==> src/rtl/cam_capture_window.sv <==
// cam_capture_window: captures a rectangular window of a byte-serial camera stream into a pixel write port.
//   clk          block clock, at least 4x pclk
//   reset        asynchronous active-low reset
//   pclk/href/vsync/data  raw camera timing and byte, sampled on clk
//   cap_en       capture enable; single_shot stops after one frame
//   gray_mode    0 = RGB565 pass-through, 1 = 8-bit luma
//   x_off/y_off  window offset, latched (and clamped) at frame start
//   we/wAddr/wData  one-clk write strobe with address and pixel
//   frame_start/frame_done  one-clk pulses; busy = not idle
module cam_capture_window #(
    parameter int DATA_WIDTH  = 8,
    parameter int RGB_WIDTH   = 16,
    parameter int IMG_WIDTH   = 320,
    parameter int IMG_HEIGHT  = 240,
    parameter int CROP_WIDTH  = 176,
    parameter int CROP_HEIGHT = 240,
    parameter int ADDR_WIDTH  = $clog2(CROP_WIDTH*CROP_HEIGHT)
) (
    input  logic                          clk,
    input  logic                          reset,
    input  logic                          pclk,
    input  logic                          href,
    input  logic                          vsync,
    input  logic [DATA_WIDTH-1:0]         data,
    input  logic                          cap_en,
    input  logic                          single_shot,
    input  logic                          gray_mode,
    input  logic [$clog2(IMG_WIDTH)-1:0]  x_off,
    input  logic [$clog2(IMG_HEIGHT)-1:0] y_off,
    output logic                          we,
    output logic [ADDR_WIDTH-1:0]         wAddr,
    output logic [RGB_WIDTH-1:0]          wData,
    output logic                          frame_start,
    output logic                          frame_done,
    output logic                          busy
);
    localparam int XW  = $clog2(IMG_WIDTH);
    localparam int YW  = $clog2(IMG_HEIGHT);
    localparam int CXW = $clog2(IMG_WIDTH + 1);
    localparam int CYW = $clog2(IMG_HEIGHT + 1);
    localparam int WXW = $clog2(IMG_WIDTH + CROP_WIDTH + 1);
    localparam int WYW = $clog2(IMG_HEIGHT + CROP_HEIGHT + 1);
    localparam logic [XW-1:0]         X_MAX  = XW'(IMG_WIDTH - CROP_WIDTH);
    localparam logic [YW-1:0]         Y_MAX  = YW'(IMG_HEIGHT - CROP_HEIGHT);
    localparam logic [CXW-1:0]        X_SAT  = CXW'(IMG_WIDTH);
    localparam logic [CYW-1:0]        Y_SAT  = CYW'(IMG_HEIGHT);
    localparam logic [ADDR_WIDTH-1:0] A_LAST = ADDR_WIDTH'(CROP_WIDTH*CROP_HEIGHT - 1);

    typedef enum logic [1:0] {IDLE, WAIT_VSYNC, ACTIVE, DONE} state_t;

    state_t                           r_state, w_next;
    logic [1:0]                       r_pclk_s, r_href_s, r_vsync_s;
    logic [1:0][DATA_WIDTH-1:0]       r_data_s;
    logic                             r_pclk_d, r_href_d, r_vsync_d;
    logic [CXW-1:0]                   r_x;
    logic [CYW-1:0]                   r_y;
    logic [XW-1:0]                    r_xo;
    logic [YW-1:0]                    r_yo;
    logic                             r_gray, r_phase, r_we, r_full;
    logic [DATA_WIDTH-1:0]            r_hi;
    logic [ADDR_WIDTH-1:0]            r_waddr;
    logic [RGB_WIDTH-1:0]             r_wdata;
    logic                             w_start, w_pclk_rise, w_href_fall, w_vs_fall, w_vs_rise, w_in_win;
    logic [2*DATA_WIDTH-1:0]          w_pix;
    logic [7:0]                       w_r8, w_g8, w_b8;
    logic [9:0]                       w_sum;

    // Edges are taken between the second synchronizer stage and its delayed copy,
    // so data/href/vsync come from the same stage as the pclk edge.
    always_ff @(posedge clk or negedge reset) begin
        if (!reset) begin
            r_pclk_s  <= '0;
            r_href_s  <= '0;
            r_vsync_s <= '0;
            r_data_s  <= '0;
            r_pclk_d  <= 1'b0;
            r_href_d  <= 1'b0;
            r_vsync_d <= 1'b0;
        end else begin
            r_pclk_s  <= {r_pclk_s[0], pclk};
            r_href_s  <= {r_href_s[0], href};
            r_vsync_s <= {r_vsync_s[0], vsync};
            r_data_s  <= {r_data_s[0], data};
            r_pclk_d  <= r_pclk_s[1];
            r_href_d  <= r_href_s[1];
            r_vsync_d <= r_vsync_s[1];
        end
    end

    assign w_pclk_rise = r_pclk_s[1] & ~r_pclk_d;
    assign w_href_fall = ~r_href_s[1] & r_href_d;
    assign w_vs_fall   = ~r_vsync_s[1] & r_vsync_d;
    assign w_vs_rise   = r_vsync_s[1] & ~r_vsync_d;

    always_ff @(posedge clk or negedge reset) begin
        if (!reset) r_state <= IDLE;
        else        r_state <= w_next;
    end

    always_comb begin
        w_next  = r_state;
        w_start = 1'b0;
        case (r_state)
            IDLE:       w_next = cap_en ? WAIT_VSYNC : IDLE;
            WAIT_VSYNC: begin
                w_start = cap_en & w_vs_fall;
                w_next  = !cap_en ? IDLE : (w_vs_fall ? ACTIVE : WAIT_VSYNC);
            end
            ACTIVE:     w_next = w_vs_rise ? DONE : ACTIVE;
            DONE:       w_next = (single_shot || !cap_en) ? IDLE : WAIT_VSYNC;
            default:    w_next = IDLE;
        endcase
    end

    assign frame_start = w_start;
    assign frame_done  = (r_state == DONE);
    assign busy        = (r_state != IDLE);

    // RGB565 to luma: each channel widened to 8 bits by replicating its top bits.
    assign w_pix = {r_hi, r_data_s[1]};
    assign w_r8  = {w_pix[15:11], w_pix[15:13]};
    assign w_g8  = {w_pix[10:5], w_pix[10:9]};
    assign w_b8  = {w_pix[4:0], w_pix[4:2]};
    assign w_sum = {2'b00, w_r8} + {1'b0, w_g8, 1'b0} + {2'b00, w_b8};

    assign w_in_win = (r_x != X_SAT) &&
                      (WXW'(r_x) >= WXW'(r_xo)) && (WXW'(r_x) < WXW'(r_xo) + WXW'(CROP_WIDTH)) &&
                      (WYW'(r_y) >= WYW'(r_yo)) && (WYW'(r_y) < WYW'(r_yo) + WYW'(CROP_HEIGHT));

    always_ff @(posedge clk or negedge reset) begin
        if (!reset) begin
            r_x     <= '0;
            r_y     <= '0;
            r_xo    <= '0;
            r_yo    <= '0;
            r_gray  <= 1'b0;
            r_phase <= 1'b0;
            r_hi    <= '0;
            r_we    <= 1'b0;
            r_full  <= 1'b0;
            r_waddr <= '0;
            r_wdata <= '0;
        end else begin
            r_we <= 1'b0;
            // Advance the address after each write; the last address sticks and blocks further writes.
            if (r_we) begin
                if (r_waddr == A_LAST) r_full  <= 1'b1;
                else                   r_waddr <= r_waddr + 1;
            end
            if (w_start) begin
                r_x     <= '0;
                r_y     <= '0;
                r_phase <= 1'b0;
                r_waddr <= '0;
                r_full  <= 1'b0;
                r_xo    <= (x_off > X_MAX) ? X_MAX : x_off;
                r_yo    <= (y_off > Y_MAX) ? Y_MAX : y_off;
                r_gray  <= gray_mode;
            end else if (r_state == ACTIVE) begin
                if (w_href_fall) begin
                    r_x     <= '0;
                    r_phase <= 1'b0;
                    r_y     <= (r_y == Y_SAT) ? r_y : r_y + 1;
                end else if (r_href_s[1] && w_pclk_rise) begin
                    r_phase <= ~r_phase;
                    if (!r_phase) r_hi <= r_data_s[1];
                    else begin
                        r_x <= (r_x == X_SAT) ? r_x : r_x + 1;
                        if (w_in_win && !r_full) begin
                            r_we    <= 1'b1;
                            r_wdata <= r_gray ? RGB_WIDTH'(w_sum >> 2) : RGB_WIDTH'(w_pix);
                        end
                    end
                end
            end
        end
    end

    assign we    = r_we;
    assign wAddr = r_waddr;
    assign wData = r_wdata;
endmodule
==> config.mk <==
export PLATFORM = sky130hd
export DESIGN_NAME = cam_capture_window
export DESIGN_NICKNAME = d
export VERILOG_FILES = /design/src/rtl/cam_capture_window.sv
export SDC_FILE = /design/constraint.sdc
export NUM_CORES = 1
export LEC_CHECK = 0
export BUFFER_PORTS_ARGS = -buffer_cell sky130_fd_sc_hd__buf_4
export CORE_AREA = 4 4 106 108
export CTS_BUF_LIST = sky130_fd_sc_hd__clkbuf_4
export CTS_CLUSTER_DIAMETER = 30
export DETAILED_ROUTE_END_ITERATION = 6
export DIE_AREA = 0 0 110 112
export MAX_ROUTING_LAYER = met4
export PLACE_DENSITY = 0.75
export SYNTH_ARGS = -nofsm -noshare
export SYNTH_HDL_FRONTEND = slang
export SYNTH_SLANG_ARGS = --single-unit
==> constraint.sdc <==
create_clock -name clk -period 6.9 [get_ports clk]
set_clock_uncertainty 0.15 [all_clocks]
set_input_delay 0.345 -clock clk [delete_from_list [all_inputs] [get_ports clk]]
set_output_delay 0.345 -clock clk [all_outputs]
set_load 0.02 [all_outputs]
## After elaboration in Yosys (flattened, before gate mapping)

Cells that the tools add are included.

- Register bits after elaboration: 105
- Input bits: 33
- Output and inout bits: 36
- Word-level logic and storage cells: 115

- $add $sub $neg: 7
- Order comparisons: 6
- Eq/ne operators: 10
- Multiplexer cells: 36
- Bitwise logic cells: 12
- Reduce and logical (&&, ||, !) cells: 24

Operator list:

| kind | number |
|---|---|
| $mux 16 | 4 |
| $mux 9 | 7 |
| $mux 8 | 5 |
| $mux 1 | 17 |
| $add 16x1->16 const B | 1 |
| $eq 16x16->1 const B | 1 |
| $add 10x8->10 | 1 |
| $add 8x9->10 | 1 |
| $reduce_bool 2->1 | 5 |
| $add 8x8->9 const B | 1 |
| $add 9x1->9 const B | 1 |
| $add 9x8->9 const B | 1 |
| $eq 9x9->1 const B | 1 |
| $ge 9x9->1 | 1 |
| $gt 9x8->1 const B | 1 |
| $lt 8x9->1 | 1 |
| $lt 9x9->1 | 1 |
| $ne 9x9->1 const B | 1 |
| $add 8x1->8 const B | 1 |
| $eq 8x8->1 const B | 1 |
| $ge 8x8->1 | 1 |
| $gt 8x1->1 const B | 1 |
| $pmux 2 s4 | 1 |
| $not 1->1 | 7 |
| 16 further kinds | 32 |

## Logic depth before layout (Yosys ltp)

Gate-level depths: netlist of the first run.

- Depth in word-level cells: 12
- Depth in mapped cells: 12

## Worst setup path after synthesis of the first run

Ideal clock, no wire load.

- Kind: reg-to-reg
- Start: reg r_yo[4]
- End: reg r_wdata[10] (netlist: wData[10])
- Data arrival time: 2492 ps
- Data required time: 6625 ps
- Slack: 4133 ps
- Stages on the path, launching flop included: 11
- Buffers on the path: 1
- Period minus slack after synthesis: 2767 ps
- Path through: dfrtp_1 > inv_1 > ha_1 > ha_1 > a21o_1 > a211oi_1 > nor2_1 > a211o_1 > nor3_4 > buf_6 > mux2_4

- Longest elaborated chain between the ends: 5
- Elaborated cells on any way between the ends: 7
- Classes of those cells: add/sub (1); order compare (2); reduce/logical (4)

RTL lines:

| item | line | RTL |
|---|---|---|
| start: declaration | 58 | `logic [YW-1:0] r_yo;` |
| start signal: assignment | 157 | `r_yo <= (y_off > Y_MAX) ? Y_MAX : y_off;` |
| $add 8x8->9 or $ge 8x8->1 (tied branches) | 128 | `(WYW'(r_y) >= WYW'(r_yo)) && (WYW'(r_y) < WYW'(r_yo) + WYW'(CROP_HEIGHT));` |
| $lt 8x9->1 or $logic_and 1x1->1 (tied branches) | 128, 127 |  |
| $logic_and 1x1->1 * | 128 |  |
| $logic_and 1x1->1 * | 169 | `if (w_in_win && !r_full) begin` |
| $reduce_and 6->1 (no line) * | -- |  |
| end signal: assignment | 171 | `r_wdata <= r_gray ? RGB_WIDTH'(w_sum >> 2) : RGB_WIDTH'(w_pix);` |
| end: declaration | 62 | `logic [RGB_WIDTH-1:0] r_wdata;` |

Mark *: on every way between the ends. The rest lies on a longest branch, timed or not.
A chain may end at the register's enable or synchronous reset.

## Worst setup path after layout of the first run

- Start: reg r_yo[4]
- End: reg r_wdata[4] (netlist: wData[4])

Same word-level chain as after synthesis.

==> results by group, run 1 <==
Outcome
  • Status: finished clean

Synth
  • Number of instances in the synthesized netlist: 503
  • Sequential area share after synthesis: 0.4758
  • Largest cells by area after synthesis: dfrtp_1 (48%), ha_1 (9.1%), nor2_1 (3.6%)
  • Ys Warns: 0
  • Leading cell type by number of instances after synthesis: dfrtp_1
  • Number of library cell types mapped by synthesis: 60
  • Number of enable flip-flop cells after synthesis: 0
  • Number of nets produced by synthesis: 584
  • Post-synthesis async set-or-reset flop share: 1.000
  • Biggest area consumer among synthesized cells: dfrtp_1
  • Mean post-synth cell area: 10.98 um^2
  • Post-synth top cells: dfrtp_1 (105), nor2_1 (53), ha_1 (40), o21ai_0 (33), nand2_1 (32)
  • Flop and latch count out of synthesis: 105
  • Mapped cell area: 5523 um^2
  • Fraction of post-synthesis cell area in the top cell type by area: 0.4758
  • Commonest register cell after synthesis: dfrtp_1

Die
  • Area of the core: 10230 um^2
  • Chip width: 110 um
  • Top-Level Pins: 69
  • Initial core utilization: 0.5398
  • Die area: 12320 um^2
  • Chip Height: 112 um
  • Standard-cell rows: 37

Setup path
  • Critical path required time: 7.11 ns
  • Category of the worst setup path launch point: flip-flop
  • Largest incremental delay on the critical path: 0.79 ns
  • Launch point of the critical path: r_yo[4]
  • Worst r2r dst: wData[4]
  • Slowest cell on crit path: nor3_4
  • Internal reg-to-reg setup slack: 3.56 ns
  • Critical setup path kind: reg2reg
  • Dominant cell type by count on the critical path: ha_1
  • Destination of the critical timing path: wData[4]
  • Critical path capture point type: flip-flop
  • FF-to-FF path depth: 9
  • Startpoint of the worst-slack reg-to-reg timing path: r_yo[4]
  • WP data arrival: 3.55 ns
  • Crit path max fanout: 16
  • Sequence of cells on the critical path: inv_1 > ha_1 > ha_1 > a21o_1 > a211oi_1 > nor2_1 > a211o_1 > nor3_4 > mux2_2

Pwr
  • Pwr per Cell Area: 238.4 nW/um^2
  • Leakage power: 3.071 nW
  • Total power: 1.541 mW
  • Max rail drop VDD: 0.1238 mV

Layout
  • Post-route cell area: 6465 um^2
  • Final nets: 670
  • Layout-stage area growth over the synthesis result: 17.06%
  • Share of post-route cells with drive strength above 1: 0.1953
  • Total of fill cells in the finished design: 787

Placement
  • Placed cell area: 6110 um^2
  • Final weighted congestion of routability-driven global placement: 0.8696
  • Pre-CTS setup slack: 3.537 ns
  • Input/output buffers: 60
  • Final HPWL from detailed placement: 8296 um

STA
  • Setup violations, final: 0
  • RSZ-0062 raised after global routing: false
  • Count of endpoints failing hold in the final timing report: 0
  • Worst Max-Slew Pin Slew: 1.011 ns
  • Maximum frequency from static timing analysis: 299.4 MHz
  • Worst relative slew slack: 0.3259
  • Minimum clock period after layout: 3.340 ns
  • Final worst path period share: 0.4841
  • Max-slew violations: 0
  • Setup slack after layout: 3.560 ns
  • Final total negative setup slack: 0 ns

Drt
  • Detailed-route via count: 3992
  • Post-detailed-route via-to-cell ratio: 5.461
  • Residual antenna-violating net count after detailed routing: 0
  • Average wire per cell in the routed design: 15.55 um
  • Number of remaining DRC errors: 0
  • Drt pass-1 iters: 4
  • Drt initial violations: 240
  • Final wirelength: 11370 um

Clocking
  • Clock edge transition at the registers on the reported setup and hold paths: 0.17 ns
  • Count of H-tree levels built during CTS: 3
  • Clk root buf: clkbuf_4
  • TritonCTS buffer count: 9
  • Post-cts gate resize count: 0
  • Clock latency on the worst-skew pair: 0.46 ns
  • Maximum buffer depth of the clock tree: 2
  • TritonCTS clock tree: built
  • Clock Sinks: 105
  • Post-CTS setup-driven buffer insertion count: 0

Global routing
  • Via count of the first global-routing pass: 4262
  • Number of antenna violations at the first check in global routing: 1
  • Wire length of the first global-routing pass: 20040 um
  • Maximum number of pins on one net before global-route repair: 82
  • Overall fraction of global-route tracks in use: 0.2102
  • Global-route congestion overflow total: 0

Run
  • Max-cap violations: 0

Min path
  • HP Start: single_shot
  • Class of the most critical hold timing path: in2reg
==> flip-flops by register name, summed over array words and instances (netlist names), named ones only <==
| name | cells |
|---|---|
| wData | 16 |
| r_phase | 1 |
| r_pclk_d | 1 |
| we | 1 |
| r_vsync_d | 1 |
| r_hi | 8 |
| r_gray | 1 |
| r_x | 9 |
| r_full | 1 |
| r_vsync_s | 2 |
| r_y | 8 |
| wAddr | 16 |
| r_xo | 9 |
| r_href_s | 2 |
| r_yo | 8 |
| r_data_s | 16 |
| r_state | 1 |
| r_pclk_s | 2 |
| r_href_d | 1 |
==> repair_timing <==
action	CTS	global route
hold buffers	23	0
hold endpoints to repair	45	0
endpoints found under the setup margin	0	0
==> cell type report <==
cell class,instances,area (um^2),share of cell area
diodes,1,2.502,0.0003871
clock buffers,9,67.56,0.01045
clock inverters,7,55.05,0.008516
inverters,31,116.4,0.01800
multi-input cells,358,2738,0.4235
flip-flops and latches,105,2628,0.4064
well taps,136,170.2,0.02632
repair buffers,84,688.2,0.1064
==> metal layers <==
layer,vias to the layer above,part of all wire,global-route usage,routed length (um)
met4,0,0.024,0.08229,272
li1,1930,-,-,-
met3,25,0.031,0.03478,353
met2,82,0.51,0.3418,5822
met1,1955,0.43,0.2599,4918
met5,-,0,-,0
==> power by group <==
part	internal (mW)	switching [mW]
clock	0.0783	0.216
combinational	0.230	0.256
sequential	0.680	0.0803
==> logic make-up after synthesis <==
kind of cell / count (synthesis) / synth area share
adders and majority gates: 48 / 0.1196
DFF: 105 / 0.4758
muxes: 30 / 0.06638
xor gates and xnor gates: 33 / 0.05233
AOI/OAI and AO/OA: 82 / 0.1033
buffers and inverters: 40 / 0.02855
and+or+nand+nor: 165 / 0.1541
==> cell usage in the layout (no fill, tap or decap), types with 3 or more instances in the layout <==
| master | n |
|---|---|
| xnor2_1 | 13 |
| nand2_1 | 32 |
| a211oi_1 | 4 |
| o21ai_0 | 33 |
| buf_4 | 61 |
| and3_1 | 7 |
| mux2_2 | 17 |
| nand4_1 | 9 |
| fa_1 | 8 |
| nor2b_1 | 15 |
| nand3_1 | 13 |
| xor2_1 | 20 |
| o2111ai_1 | 4 |
| nand2b_1 | 7 |
| nor3_1 | 6 |
| inv_1 | 30 |
| mux2_4 | 9 |
| mux2i_1 | 4 |
| a21oi_1 | 13 |
| o211ai_1 | 4 |
| dfrtp_1 | 105 |
| nor2_1 | 53 |
| dlygate4sd3_1 | 23 |
| ha_1 | 40 |
| or2_2 | 3 |
| clkbuf_4 | 9 |
==> metrics by stage <==
stage | instances | hold slack (ns) | utilization
4_1_cts | 730 | 0.01781 | 0.6317
3_5_place_dp | 691 | 0.1177 | 0.5972
3_3_place_gp | 691 | 0.1193 | 0.5972
2_1_floorplan | 503 | -0.1006 | -
5_1_grt | 731 | 0.04124 | 0.6319
6_report | 731 | 0.05530 | 0.6319
==> worst min-delay path by stage <==
| stage | endpoint | slack (ns) | cells after the start |
|---|---|---|---|
| global route | r_state[0] | 0.04 | 4 |
| finish | r_state[0] | 0.06 | 4 |
| global placement | r_vsync_s[1] | 0.12 | 1 |
| detailed placement | r_vsync_s[1] | 0.12 | 1 |
| CTS | r_state[0] | 0.02 | 4 |
| floorplan | asynchronous set/reset pin | -0.10 | 0 |
==> critical path, delay by kind of cell (launching register included) <==
family	cells	cell delay, ns
multiplexers	1	0.41
buffers and inverters	1	0.08
adder cells (fa/ha/maj)	2	0.61
AO/OA/AOI/OAI	3	0.71
AND/OR/NAND/NOR	2	0.86
flip-flops	1	0.41
No activity file was read; power rests on OpenSTA's default activity.
==> run 2, diff against run 1 <==
- CORE_AREA: 4 4 106 108 -> 4 4 107 109
- DIE_AREA: 0 0 110 112 -> 0 0 111 113
- PLACE_DENSITY: 0.75 -> 0.76
- clock period: 6.9 -> 2.9 ns (I/O delays scaled with it)
==> run 2 against run 1 <==
Power rose to 2.5 times the previous value. Routed wire length up 3.3%. Non-clock buffer count up 21. First-iteration DRC count down 23%. Sequential share of layout area down 2.0 points. Setup slack worse by 3.5 ns. Final cell count up 3.1%. Clock power rose to 2.7 times the previous value. Hold slack worse by 0.022 ns. Critical endpoint is now wData[8]. Largest power group unchanged. Highest routed layer unchanged.
==> results by group, run 2 (same netlist as run 1, synthesis figures left out) <==
Drt
  • Post-detailed-route via-to-cell ratio: 5.359 (was 5.461)
  • Drt initial violations: 185 (was 240)
  • Uppermost metal layer occupied by signal nets: met4 (unchanged)
  • Routed length on met2: 6237 um (was 5822 um)
  • Average wire per cell in the routed design: 15.56 um (was 15.55 um)
  • Routed wire length on met3: 394 um (was 353 um)
  • Detailed-route via count: 4041 (was 3992)
  • Met1 Wirelength: 4851 um (was 4918 um)
  • Residual antenna-violating net count after detailed routing: 0 (unchanged)
  • Drt pass-1 iters: 6 (was 4)
  • Number of remaining DRC errors: 0 (unchanged)
  • Final wirelength: 11740 um (was 11370 um)

STA
  • Minimum clock period after layout: 2.848 ns (was 3.340 ns)
  • Worst relative slew slack: 0.4480 (was 0.3259)
  • Final worst path period share: 0.9820 (was 0.4841)
  • RSZ-0062 raised after global routing: true (was false)
  • Worst-case hold slack: 0.03365 ns (was 0.05530 ns)
  • Worst Max-Slew Pin Slew: 0.8249 ns (was 1.011 ns)
  • Maximum frequency from static timing analysis: 351.1 MHz (was 299.4 MHz)
  • Max-slew violations: 0 (unchanged)
  • Final total negative setup slack: 0 ns (unchanged)
  • Setup violations, final: 0 (unchanged)
  • Setup slack after layout: 0.05206 ns (was 3.560 ns)
  • Count of endpoints failing hold in the final timing report: 0 (unchanged)

Outcome
  • Status: finished clean (unchanged)

Setup path
  • Critical path capture point type: flip-flop (unchanged)
  • Slowest cell on crit path: dfrtp_1 (was nor3_4)
  • Critical path required time: 3.09 ns (was 7.11 ns)
  • Largest incremental delay on the critical path: 0.44 ns (was 0.79 ns)
  • Critical setup path kind: reg2reg (unchanged)
  • Crit path max fanout: 8 (was 16)
  • Startpoint of the worst-slack reg-to-reg timing path: r_yo[4] (unchanged)
  • Worst r2r dst: wData[8] (was wData[4])
  • Sequence of cells on the critical path: inv_2 > ha_4 > xnor2_2 > ha_1 > a211oi_2 > nor2_1 > a211o_1 > nor3_4 > clkbuf_16 > mux2_4 (was inv_1 > ha_1 > ha_1 > a21o_1 > a211oi_1 > nor2_1 > a211o_1 > nor3_4 > mux2_2)
  • Category of the worst setup path launch point: flip-flop (unchanged)
  • Top Family by Delay on Critical Path: compound AO/OA/AOI/OAI gates (was simple AND/OR/NAND/NOR gates)
  • WP data arrival: 3.04 ns (was 3.55 ns)
  • Buf/Inv on CP: 2 (was 1)
  • Internal reg-to-reg setup slack: 0.05 ns (was 3.56 ns)
  • FF-to-FF path depth: 10 (was 9)

Pwr
  • Combinational Power Share: 0.326 (was 0.315)
  • Share of total power in sequential cells: 0.466 (was 0.494)
  • Leakage power: 3.192 nW (was 3.071 nW)
  • Pwr per Cell Area: 570.6 nW/um^2 (was 238.4 nW/um^2)
  • Design internal power: 2.578 mW (was 989.1 uW)
  • Power dissipated by switching net loads: 1.306 mW (was 552.2 uW)
  • Net Sw Frac: 0.3364 (was 0.3583)
  • Clock share of power: 0.207 (was 0.191)
  • Max rail drop VDD: 0.2990 mV (was 0.1238 mV)

Clocking
  • Count of H-tree levels built during CTS: 3 (unchanged)
  • Clock edge transition at the registers on the reported setup and hold paths: 0.15 ns (was 0.17 ns)
  • Maximum buffer depth of the clock tree: 2 (unchanged)
  • Clock latency on the worst-skew pair: 0.45 ns (was 0.46 ns)
  • Clk root buf: clkbuf_4 (unchanged)
  • TritonCTS buffer count: 9 (unchanged)
  • TritonCTS clock tree: built (unchanged)
  • Clock Sinks: 105 (unchanged)

Layout
  • Most frequent standard cell in the layout excluding fill and tap cells: dfrtp_1 (unchanged)
  • Final nets: 691 (was 670)
  • Total of fill cells in the finished design: 810 (was 787)
  • Layout-stage area growth over the synthesis result: 23.24% (was 17.06%)
  • Footprint of the multi-input gates: 2828 um^2 (was 2738 um^2)
  • Footprint of the flip-flops and latches: 2629 um^2 (was 2628 um^2)
  • Post-route cell area: 6807 um^2 (was 6465 um^2)
  • Number of diodes added for antenna fixing: 0 (was 1)
  • Commonest cells after routing, fill and taps aside: dfrtp_1 (104), buf_4 (71), nor2_1 (51), ha_1 (37) (was dfrtp_1 (105), buf_4 (61), nor2_1 (53), ha_1 (40), o21ai_0 (33))
  • Share of post-route cells with drive strength above 1: 0.2362 (was 0.1953)

Die
  • Area of the core: 10600 um^2 (was 10230 um^2)
  • Chip Height: 113 um (was 112 um)
  • Initial core utilization: 0.5209 (was 0.5398)
  • Top-Level Pins: 69 (unchanged)
  • Die area: 12540 um^2 (was 12320 um^2)
  • Standard-cell rows: 38 (was 37)
  • Chip width: 111 um (was 110 um)

Global routing
  • Overall fraction of global-route tracks in use: 0.1979 (was 0.2102)
  • Number of antenna violations at the first check in global routing: 0 (was 1)
  • Global-route congestion overflow total: 0 (unchanged)
  • Via count of the first global-routing pass: 4169 (was 4262)
  • Maximum number of pins on one net before global-route repair: 68 (was 82)
  • Wire length of the first global-routing pass: 19830 um (was 20040 um)

Placement
  • Placed cell area: 6185 um^2 (was 6110 um^2)
  • Final HPWL from detailed placement: 8157 um (was 8296 um)
  • Final weighted congestion of routability-driven global placement: 0.8805 (was 0.8696)
  • Pre-CTS setup slack: 0.06402 ns (was 3.537 ns)
  • Input/output buffers: 60 (unchanged)

Min path
  • Class of the most critical hold timing path: in2async (was in2reg)

Run
  • Max-cap violations: 0 (unchanged)
-- run 2: changes by cell type in the layout (fill, tap and decap cells not counted), moves of 3 or more --
cell	before	now
buf_4	61	71
dlygate4sd3_1	23	31
inv_1	30	26
inv_2	1	5
mux2_2	17	13
mux2_4	9	13
ha_1	40	37
-- run 2: layer usage --
layer  global-route usage  vias to the layer above
li1                     -                     1965
met1               0.2369                     1980
met2               0.3426                       78
met3              0.03476                       18
met4              0.06322                        0
met5                    -                        -
-- run 2: layout make-up --
class / instances / area share
clock buffer: 9 / 0.009926
sequential: 105 / 0.3862
timing repair buffer: 105 / 0.1335
tap: 140 / 0.02574
multi-input combinational: 358 / 0.4154
inverter: 31 / 0.01710
clock inverter: 6 / 0.01213
-- run 2: through the flow --
step,power (mW),util,cells
2_1_floorplan,2.621,-,503
3_3_place_gp,2.909,0.5833,701
3_5_place_dp,2.979,0.5833,701
4_1_cts,3.824,0.6267,747
5_1_grt,4.156,0.6420,754
6_report,3.884,0.6420,754
-- run 2: power by group through the flow --
stage	Combinational (mW)	Clock [mW]	Sequential, mW
after detailed placement	1.15	0	1.83
after CTS	1.19	0.829	1.80
after floorplan	0.832	0	1.79
after global routing	1.42	0.900	1.84
after global placement	1.09	0	1.82
final	1.27	0.805	1.81
-- run 2: worst max-delay path by stage --
stage / from / to / slack, ns / depth (start not counted)
6_report: r_yo[4] / wData[8] / 0.05 / 10
5_1_grt: r_yo[4] / wData[8] / -0.03 / 10
2_1_floorplan: r_yo[4] / wData[10] / 0.13 / 10
3_5_place_dp: r_yo[4] / wData[2] / 0.06 / 10
4_1_cts: flip-flop / r_xo[4] / 0.02 / 5
3_3_place_gp: r_yo[4] / wData[4] / 0.11 / 10
-- run 2: timing repair --
action,CTS,global route
hold endpoints to repair,126,0
endpoints found under the setup margin,0,22
buffers inserted,0,6
hold buffers,31,0
resized for setup,0,23
